<file path="src/rtl/ysyx_24100029_bpu_pkg.sv">
// Shared types and helpers for the fetch-stage branch predictor.
package ysyx_24100029_bpu_pkg;

    typedef enum logic [1:0] {
        BrCond = 2'b00,
        BrJmp  = 2'b01,
        BrCall = 2'b10,
        BrRet  = 2'b11
    } br_type_e;

    // Tag field sized for the smallest table; unused upper bits stay zero.
    localparam int unsigned TAG_W = 30;
    localparam logic [1:0] CTR_WEAK_TAKEN = 2'b10;

    typedef struct packed {
        logic             valid;
        logic [TAG_W-1:0] tag;
        logic [31:0]      target;
        br_type_e         btype;
        logic [1:0]       ctr;
    } btb_entry_t;

    function automatic logic [1:0] sat_ctr_next(input logic [1:0] ctr, input logic taken);
        if (taken) begin
            return (ctr == 2'b11) ? ctr : ctr + 2'b01;
        end
        return (ctr == 2'b00) ? ctr : ctr - 2'b01;
    endfunction

    function automatic logic [TAG_W-1:0] pc_tag(input logic [31:0] pc, input int unsigned iw);
        return TAG_W'(pc >> (iw + 2));
    endfunction

endpackage

</file>
<file path="src/rtl/ysyx_24100029_btb.sv">
// Direct-mapped BTB: combinational lookup and update-read ports, one synchronous write port.
module ysyx_24100029_btb
    import ysyx_24100029_bpu_pkg::*;
#(
    parameter int unsigned ENTRIES = 16
) (
    input  logic        i_clk,
    input  logic        i_rst_n,
    input  logic [31:0] i_lk_pc,
    output logic        o_lk_hit,
    output logic [31:0] o_lk_target,
    output br_type_e    o_lk_type,
    output logic [1:0]  o_lk_ctr,
    input  logic [31:0] i_up_pc,
    output logic        o_up_hit,
    output btb_entry_t  o_up_entry,
    input  logic        i_wr_en,
    input  btb_entry_t  i_wr_entry
);

    localparam int unsigned IW = $clog2(ENTRIES);

    btb_entry_t    r_mem [ENTRIES];
    logic [IW-1:0] w_lk_idx;
    logic [IW-1:0] w_up_idx;
    btb_entry_t    w_lk_entry;

    assign w_lk_idx   = i_lk_pc[IW+1:2];
    assign w_up_idx   = i_up_pc[IW+1:2];
    assign w_lk_entry = r_mem[w_lk_idx];

    assign o_lk_hit    = w_lk_entry.valid && (w_lk_entry.tag == pc_tag(i_lk_pc, IW));
    assign o_lk_target = w_lk_entry.target;
    assign o_lk_type   = w_lk_entry.btype;
    assign o_lk_ctr    = w_lk_entry.ctr;

    assign o_up_entry = r_mem[w_up_idx];
    assign o_up_hit   = o_up_entry.valid && (o_up_entry.tag == pc_tag(i_up_pc, IW));

    always_ff @(posedge i_clk or negedge i_rst_n) begin
        if (!i_rst_n) begin
            r_mem <= '{default: '0};
        end else if (i_wr_en) begin
            r_mem[w_up_idx] <= i_wr_entry;
        end
    end

endmodule

</file>
<file path="src/rtl/ysyx_24100029_npc_gen.sv">
// Fetch PC register, next-PC prediction mux, RAS push/pop strobes and BTB training.
module ysyx_24100029_npc_gen
    import ysyx_24100029_bpu_pkg::*;
#(
    parameter int unsigned BTB_ENTRIES = 16,
    parameter logic [31:0] RESET_PC    = 32'h3000_0000
) (
    input  logic        clock,
    input  logic        reset,
    output logic [31:0] fetch_pc,
    output logic        fetch_valid,
    input  logic        fetch_ready,
    input  logic        flush_valid,
    input  logic [31:0] flush_pc,
    input  logic        upd_valid,
    input  logic [31:0] upd_pc,
    input  logic [31:0] upd_target,
    input  logic        upd_taken,
    input  logic [1:0]  upd_type,
    output logic        ras_w_en,
    output logic [31:0] ras_waddr,
    output logic        ras_r_en,
    input  logic [31:0] ras_raddr
);

    localparam int unsigned IW = $clog2(BTB_ENTRIES);

    logic [31:0] r_pc;
    logic        r_valid;
    logic        w_fire;
    logic [31:0] w_pc_plus4;
    logic [31:0] w_npc;
    logic        w_lk_hit;
    logic [31:0] w_lk_target;
    br_type_e    w_lk_type;
    logic [1:0]  w_lk_ctr;
    logic        w_up_hit;
    btb_entry_t  w_up_entry;
    logic        w_wr_en;
    btb_entry_t  w_wr_entry;
    br_type_e    w_upd_type;

    ysyx_24100029_btb #(
        .ENTRIES (BTB_ENTRIES)
    ) u_btb (
        .i_clk       (clock),
        .i_rst_n     (reset),
        .i_lk_pc     (r_pc),
        .o_lk_hit    (w_lk_hit),
        .o_lk_target (w_lk_target),
        .o_lk_type   (w_lk_type),
        .o_lk_ctr    (w_lk_ctr),
        .i_up_pc     (upd_pc),
        .o_up_hit    (w_up_hit),
        .o_up_entry  (w_up_entry),
        .i_wr_en     (w_wr_en),
        .i_wr_entry  (w_wr_entry)
    );

    assign fetch_pc    = r_pc;
    assign fetch_valid = r_valid;
    assign w_fire      = r_valid & fetch_ready;
    assign w_pc_plus4  = r_pc + 32'd4;
    assign w_upd_type  = br_type_e'(upd_type);

    always_comb begin
        w_npc = w_pc_plus4;
        if (w_lk_hit) begin
            unique case (w_lk_type)
                BrCond:        w_npc = w_lk_ctr[1] ? w_lk_target : w_pc_plus4;
                BrJmp, BrCall: w_npc = w_lk_target;
                BrRet:         w_npc = ras_raddr;
                default:       w_npc = w_pc_plus4;
            endcase
        end
    end

    // A flush squashes the fetched instruction, so it must not touch the RAS.
    assign ras_w_en  = w_fire & w_lk_hit & (w_lk_type == BrCall) & ~flush_valid;
    assign ras_r_en  = w_fire & w_lk_hit & (w_lk_type == BrRet) & ~flush_valid;
    assign ras_waddr = w_pc_plus4;

    always_comb begin
        w_wr_en    = 1'b0;
        w_wr_entry = w_up_entry;
        if (upd_valid) begin
            if (w_up_hit && w_upd_type == BrCond) begin
                w_wr_en        = 1'b1;
                w_wr_entry.ctr = sat_ctr_next(w_up_entry.ctr, upd_taken);
                if (upd_taken) begin
                    w_wr_entry.target = upd_target;
                end
            end else if (w_up_hit) begin
                w_wr_en           = 1'b1;
                w_wr_entry.target = upd_target;
                w_wr_entry.btype  = w_upd_type;
            end else if (upd_taken || w_upd_type != BrCond) begin
                w_wr_en    = 1'b1;
                w_wr_entry = '{valid:  1'b1,
                               tag:    pc_tag(upd_pc, IW),
                               target: upd_target,
                               btype:  w_upd_type,
                               ctr:    CTR_WEAK_TAKEN};
            end
        end
    end

    always_ff @(posedge clock or negedge reset) begin
        if (!reset) begin
            r_pc    <= RESET_PC;
            r_valid <= 1'b0;
        end else begin
            r_valid <= 1'b1;
            if (flush_valid) begin
                r_pc <= flush_pc;
            end else if (w_fire) begin
                r_pc <= w_npc;
            end
        end
    end

endmodule

</file>
<file path="config.mk">
export PLATFORM = sky130hd
export DESIGN_NAME = ysyx_24100029_npc_gen
export DESIGN_NICKNAME = d
export VERILOG_FILES = /design/src/rtl/ysyx_24100029_bpu_pkg.sv /design/src/rtl/ysyx_24100029_btb.sv /design/src/rtl/ysyx_24100029_npc_gen.sv
export SDC_FILE = /design/constraint.sdc
export NUM_CORES = 2
export LEC_CHECK = 0
export CAP_MARGIN = 20
export CORE_MARGIN = 3
export CORE_UTILIZATION = 65
export CTS_BUF_LIST = sky130_fd_sc_hd__clkbuf_2 sky130_fd_sc_hd__clkbuf_4 sky130_fd_sc_hd__clkbuf_8
export CTS_CLUSTER_SIZE = 10
export DETAILED_ROUTE_END_ITERATION = 10
export DONT_BUFFER_PORTS = 1
export PLACE_DENSITY = 0.83
export SLEW_MARGIN = 20
export SYNTH_ARGS = -nofsm -noshare
export SYNTH_HDL_FRONTEND = slang
export SYNTH_SLANG_ARGS = --single-unit
</file>
<file path="constraint.sdc">
create_clock -name clock -period 6.6 [get_ports clock]
set_input_delay 1.65 -clock clock [delete_from_list [all_inputs] [get_ports clock]]
set_output_delay 1.65 -clock clock [all_outputs]
set_load 0.05 [all_outputs]
</file>
# ---- Yosys cells after proc, flatten, opt, wreduce, memory -nomap -nowiden
# Cells that the tools add are included.
dict set report classes {
  eq_ne 6
  n_reduce_logical 11
  n_addsub 3
  n_lt_le_gt_ge 3
  bitwise_logic 9
  muxes 35
}
# cell count
set ops {}
lappend ops {{bitwise mux 1072 bit} 1}
lappend ops {{binary-select mux 67 bit (select 4 bit)} 2}
lappend ops {{2-to-1 mux 67 bit} 7}
lappend ops {{demux 67 bit (select 4 bit)} 1}
lappend ops {{2-to-1 mux 32 bit} 6}
lappend ops {{one-hot mux 32 bit (3 select lines)} 1}
lappend ops {{2-to-1 mux 31 bit} 2}
lappend ops {{== test 30 x 26 -> 1 bit} 2}
lappend ops {{2-to-1 mux 34 bit} 1}
lappend ops {{adder 32 x 3 -> 32 bit, second input constant} 1}
lappend ops {{2-to-1 mux 2 bit} 7}
lappend ops {{>= comparator 5 bit, second input constant} 2}
lappend ops {{inverter 4 -> 5 bit} 2}
lappend ops {{2-to-1 mux 1 bit} 7}
lappend ops {{bitwise AND 1 bit} 6}
lappend ops {{== test 2 bit, second input constant} 3}
lappend ops {{logical NOT 2 bit} 3}
lappend ops {{less-than comparator 5 x 1 -> 1 bit, second input constant} 1}
lappend ops {{logical AND 1 bit} 4}
lappend ops {{nonzero test 2 bit} 2}
lappend ops {{adder 2 x 1 -> 2 bit, second input constant} 1}
lappend ops {{== test 2 x 1 -> 1 bit, second input constant} 1}
lappend ops {{OR reduction 2 bit} 1}
lappend ops {{subtractor 2 x 1 -> 2 bit, second input constant} 1}
lappend ops {{2 further kinds} 2}
dict set report word_totals {
  word_cells 149
  in_bits 136
  reg_bits 1105
}

# ---- Depth between registers and ports, before layout
dict set report logic_depth {
  word_depth 13
  mapped_depth 23
  ltp_nobuf 11
}

# ---- Hierarchy
# From an unflattened synthesis, not the netlist that was laid out.
dict set report unflattened {
  hier_cells 4051
  hier_area_um2 61043.5
}
# mod area_per_inst_um2 cells_each n_inst seq_area_each_um2
set by_module_without_submodules {}
lappend by_module_without_submodules {ysyx_24100029_btb 57010.9 3558 1 26825.7}
lappend by_module_without_submodules {ysyx_24100029_npc_gen 4032.6 493 1 828.3}

# ---- Worst setup path before layout
# No wires, ideal clock.
dict set report synth_timing {
  path_type {reg2out}
  start {reg r_pc[2] (netlist: fetch_pc[2])}
  end {out ras_r_en}
  required_time_ns 4.950
  slack_ns -0.571
  arrival_ns 5.521
  path_stages_with_launch 20
  path_cell_list {dfrtp_1 -> buf_4 -> buf_6 -> buf_4 -> buf_6 -> buf_4 -> buf_4 -> buf_2 -> buf_2 -> buf_2 -> buf_2 -> mux2i_1 -> a221oi_1 -> o21ai_0 -> and2_1 -> inv_1 -> ha_1 -> clkbuf_1 -> clkbuf_1 -> nor3b_1}
}
dict set report synth_between {
  elab_chain_cells 9
}
# item line_no
set synth_rtl {}
lappend synth_rtl {{start: declaration} ysyx_24100029_npc_gen.sv:28} ;# logic [31:0] r_pc;
lappend synth_rtl {{start signal: assignment} ysyx_24100029_npc_gen.sv:115} ;# r_pc <= flush_pc;
lappend synth_rtl {{start signal: assignment} ysyx_24100029_npc_gen.sv:117} ;# r_pc <= w_npc;
lappend synth_rtl {{inverter 4 -> 5 bit (not written as such) *} ysyx_24100029_btb.sv:30} ;# assign w_lk_entry = r_mem[w_lk_idx];
lappend synth_rtl {{binary-select mux 67 bit (select 4 bit) *} ysyx_24100029_btb.sv:30}
lappend synth_rtl {{2-to-1 mux 67 bit (not written as such) * (2 in series)} ysyx_24100029_btb.sv:30}
lappend synth_rtl {{== test 30 x 26 -> 1 bit} ysyx_24100029_btb.sv:32} ;# assign o_lk_hit = w_lk_entry.valid && (w_lk_entry.tag == pc_tag(i_lk_pc, IW));
lappend synth_rtl {{logical AND 1 bit} ysyx_24100029_btb.sv:32}
lappend synth_rtl {{bitwise AND 1 bit} ysyx_24100029_npc_gen.sv:80} ;# assign ras_r_en = w_fire & w_lk_hit & (w_lk_type == BrRet) & ~flush_valid;
lappend synth_rtl {{bitwise AND 1 bit * (2 in series)} ysyx_24100029_npc_gen.sv:80}
lappend synth_rtl {{end: declaration} ysyx_24100029_npc_gen.sv:22} ;# output logic ras_r_en,
# Every way passes the cells marked *; elsewhere a longest branch is shown, timed or not. The select of a mux whose other input is x is not followed.

# ---- Worst setup path after layout
dict set report layout_timing {
  start {reg r_pc[3] (netlist: fetch_pc[3])}
  end {out ras_w_en}
}
dict set report layout_between {
  elab_chain_cells 9
}
# item line_no
set layout_rtl {}
lappend layout_rtl {{inverter 4 -> 5 bit (not written as such) *} ysyx_24100029_btb.sv:30}
lappend layout_rtl {{binary-select mux 67 bit (select 4 bit) *} ysyx_24100029_btb.sv:30}
lappend layout_rtl {{2-to-1 mux 67 bit (not written as such) * (2 in series)} ysyx_24100029_btb.sv:30}
lappend layout_rtl {{== test 30 x 26 -> 1 bit} ysyx_24100029_btb.sv:32}
lappend layout_rtl {{logical AND 1 bit} ysyx_24100029_btb.sv:32}
lappend layout_rtl {{bitwise AND 1 bit} ysyx_24100029_npc_gen.sv:79} ;# assign ras_w_en = w_fire & w_lk_hit & (w_lk_type == BrCall) & ~flush_valid;
lappend layout_rtl {{bitwise AND 1 bit * (2 in series)} ysyx_24100029_npc_gen.sv:79}
lappend layout_rtl {{end: declaration} ysyx_24100029_npc_gen.sv:20} ;# output logic ras_w_en,
# Marks and branches as above.

==> out/metrics.cfg <==
[logic_synthesis]
syn_area_um2=61800
synthTopCellsByArea=dfrtp_1 (45%), mux2_2 (17%), mux4_2 (16%)
synth_cells=4398
synth_fp_nets=4538
synth_top_area_frac=0.447
syn_area_per_cell_um2=14.0
yosysTopAreaCell=dfrtp_1
async_reset_ff_frac=1.00
synth_edf_count=0
ys_warn_count=0
ys_seq_area_frac=0.448
ys_seq_elements=1105
synthFlopType=dfrtp_1
synth_cell_types=81

[cells_and_area]
post-route-util=0.713
syn_to_final_growth_pct=8.16
final_nets=4448
drive_above_1_share=0.436

[global_route]
grt_pass1_wl_um=284000
globalRouteOverflowTotal=0
grt_use_total=0.390
antenna_found_initial=26
grt_pass1_vias=43800
grt_max_degree=1106

[die]
die_h_um=314
start_util=0.659
die_w_um=314
die_area_um2=98800
rows=112
core_area_um2=93700
ios=203

[hold_path]
hp-class=reg2reg
hold_depth=1

[timing]
fin_skew_ns=0.0631
setup_viol=0
post-route-period-util=0.987
slew_headroom=0.202
finalHoldViolCount=0
fmax_mhz=153
fin_crit_ns=6.52
slew_violations=0
setup_tns_ns=0
rsz0062_at_grt=no
worstMarginPinSlew_ns=1.19

[clock_tree]
root_buffer=clkbuf_8
ctsHoldBuffers=0
cts.htree.levels=4
clk_pin_slew_worst_paths_ns=0.06
cts_tree=built
clockBufferDepth=3
clkSinkCount=1105
insertion_delay_ns=0.87
cts_buffers=179

[worst_setup_path]
cp.required_ns=4.95
cpMostUsedCell=buf_4
r2r_cells=12
crit_chain=buf_4, and2_1, buf_4, a22oi_1, a21oi_1, a211oi_1, a21oi_1, a2111oi_0, nor4b_4, buf_4, nand2_1, nor3b_2, buf_4
cpMaxStageDelayCell=dfrtp_4
endpoint_kind=output pin
cp_max_fo=16
cp-start-kind=register
critPathKind=reg2out
critPathMaxStageDelay_ns=0.67
crit_arrival_ns=4.87

[placement]
place_hpwl_um=114000
routabilityCongestion=0.928
io_buffers=0

[route]
postRouteAntennaNets=0
drtPass1Iterations=8
vias_per_cell=7.51
drc=0
routedWlPerCell_um=33.6
vias=42900
wl_um=192000
drtIter0Drc=6038

[flow_run]
maxCapViolations=0

[pwr]
irDropWorstVdd_v=0.000235
report.power.total_w=0.0234
power_density_nw_per_um2=350
p_leak_nw=28.9

[status]
status=completed

registers in the layout, summed over array words and instances, names as in the netlist:
signal,flops
u_btb.r_mem,1072
fetch_pc,32
fetch_valid,1
logic make-up (layout without fill, tap and decap cells):
logic type | after synthesis | in the layout | synth area share
multiplexers | 1804 | 1804 | 0.406
flip-flops | 1105 | 1105 | 0.448
AO/OA/AOI/OAI | 475 | 475 | 0.0538
AND/OR/NAND/NOR | 470 | 470 | 0.0401
buffers and inverters | 467 | 507 | 0.0416
XOR/XNOR | 72 | 72 | 0.0102
adder cells (fa/ha/maj) | 4 | 4 | 0.000810
other | 1 | 19 | 0.0000607
what timing repair did:
action | in CTS | in global routing
pin swaps | 0 | 1
endpoints found under the hold margin | 0 | 0
resized for setup | 4 | 0
setup endpoints to repair | 2 | 2
buffers inserted | 5 | 2
gates cloned | 0 | 0
cell type report:
class	count	area [um2]
Antenna cell	18	45.0
Clock buffer	283	3570
Clock inverter	28	236
Fill cell	5846	26900
Inverter	39	150
Multi-Input combinational cell	2826	31700
Sequential cell	1105	27700
Tap cell	1254	1570
Timing Repair Buffer	157	1820
placed cells by master, fill, tap and decap left out, types with 86 or more instances in the layout:
| cell | synthesis | routed |
|---|---|---|
| a221oi_1 | 86 | 86 |
| buf_4 | 79 | 109 |
| clkbuf_8 | 0 | 231 |
| dfrtp_1 | 1103 | 1097 |
| mux2_1 | 147 | 147 |
| mux2_2 | 933 | 933 |
| mux2i_1 | 270 | 261 |
| mux4_2 | 449 | 449 |
| nand2_1 | 110 | 110 |
| o21ai_0 | 124 | 124 |
report_power, final:
group          switching [W]  internal (W)  total, W  leakage (nW)
logic                0.00332       0.00364   0.00696          12.7
clock network        0.00282       0.00350   0.00632          2.02
registers            0.00151       0.00857    0.0101          14.2
synthesized netlist by cell type, types with 10 or more instances:
library cell / instances
mux2_2: 933
buf_2: 92
clkbuf_1: 164
mux2i_1: 270
o21ai_0: 124
mux2_1: 147
a21oi_1: 51
nand4_1: 10
and2_1: 22
nor2_1: 79
mux4_2: 449
nand3_1: 46
buf_6: 51
clkbuf_2: 11
dfrtp_1: 1103
xnor2_1: 55
nor3_1: 30
nand2_1: 110
nor2b_1: 63
a211oi_1: 14
nand2b_1: 15
buf_1: 30
inv_1: 36
and3_1: 11
or2_2: 19
a22oi_1: 78
o22ai_1: 20
nor4_1: 23
a221oi_1: 86
buf_4: 79
xor2_1: 17
metrics by stage:
step                hold WS (ns)  cell area, um2  std cells  setup WS [ns]
CTS                        0.489           66500       5683        0.00138
detailed placement         0.470           62600       5367          0.592
floorplan                  0.446           61800       4398         0.0582
finish                     0.493           66800       5710         0.0831
global route               0.462           66800       5703         0.0171
global placement           0.462           62600       5366          0.597
path summary, 6_finish.rpt:
| path | endpoint | slack, ns | from |
|---|---|---|---|
| max | ras_w_en | 0.08 | fetch_pc[3]$_DFFE_PN0P_ |
| min | u_btb.r_mem[1004]$_DFFE_PN0P_ | 0.49 | u_btb.r_mem[1004]$_DFFE_PN0P_ |
| max reg2reg | fetch_pc[26]$_DFFE_PN0P_ | 1.20 | fetch_pc[2]$_DFFE_PN0P_ |
| min reg2reg | u_btb.r_mem[1004]$_DFFE_PN0P_ | 0.49 | u_btb.r_mem[1004]$_DFFE_PN0P_ |
| max in group asynchronous | u_btb.r_mem[1037]$_DFFE_PN0P_ | 4.15 | reset |
| min in group asynchronous | u_btb.r_mem[930]$_DFFE_PN0P_ | 0.50 | reset |
metal layers:
layer  part of all wire  track usage
met1               0.35        0.503
met5            0.00052            0
met4              0.060        0.230
met3               0.14        0.152
met2               0.44        0.565
worst max-delay path: cells and delay by family (launching register included):
family	cells	cell delay (ns)
AO/OA/AOI/OAI	5	1.51
buffers and inverters	4	0.98
AND/OR/NAND/NOR	4	0.81
flip-flops	1	0.67
(Power assumes the default switching activity.)
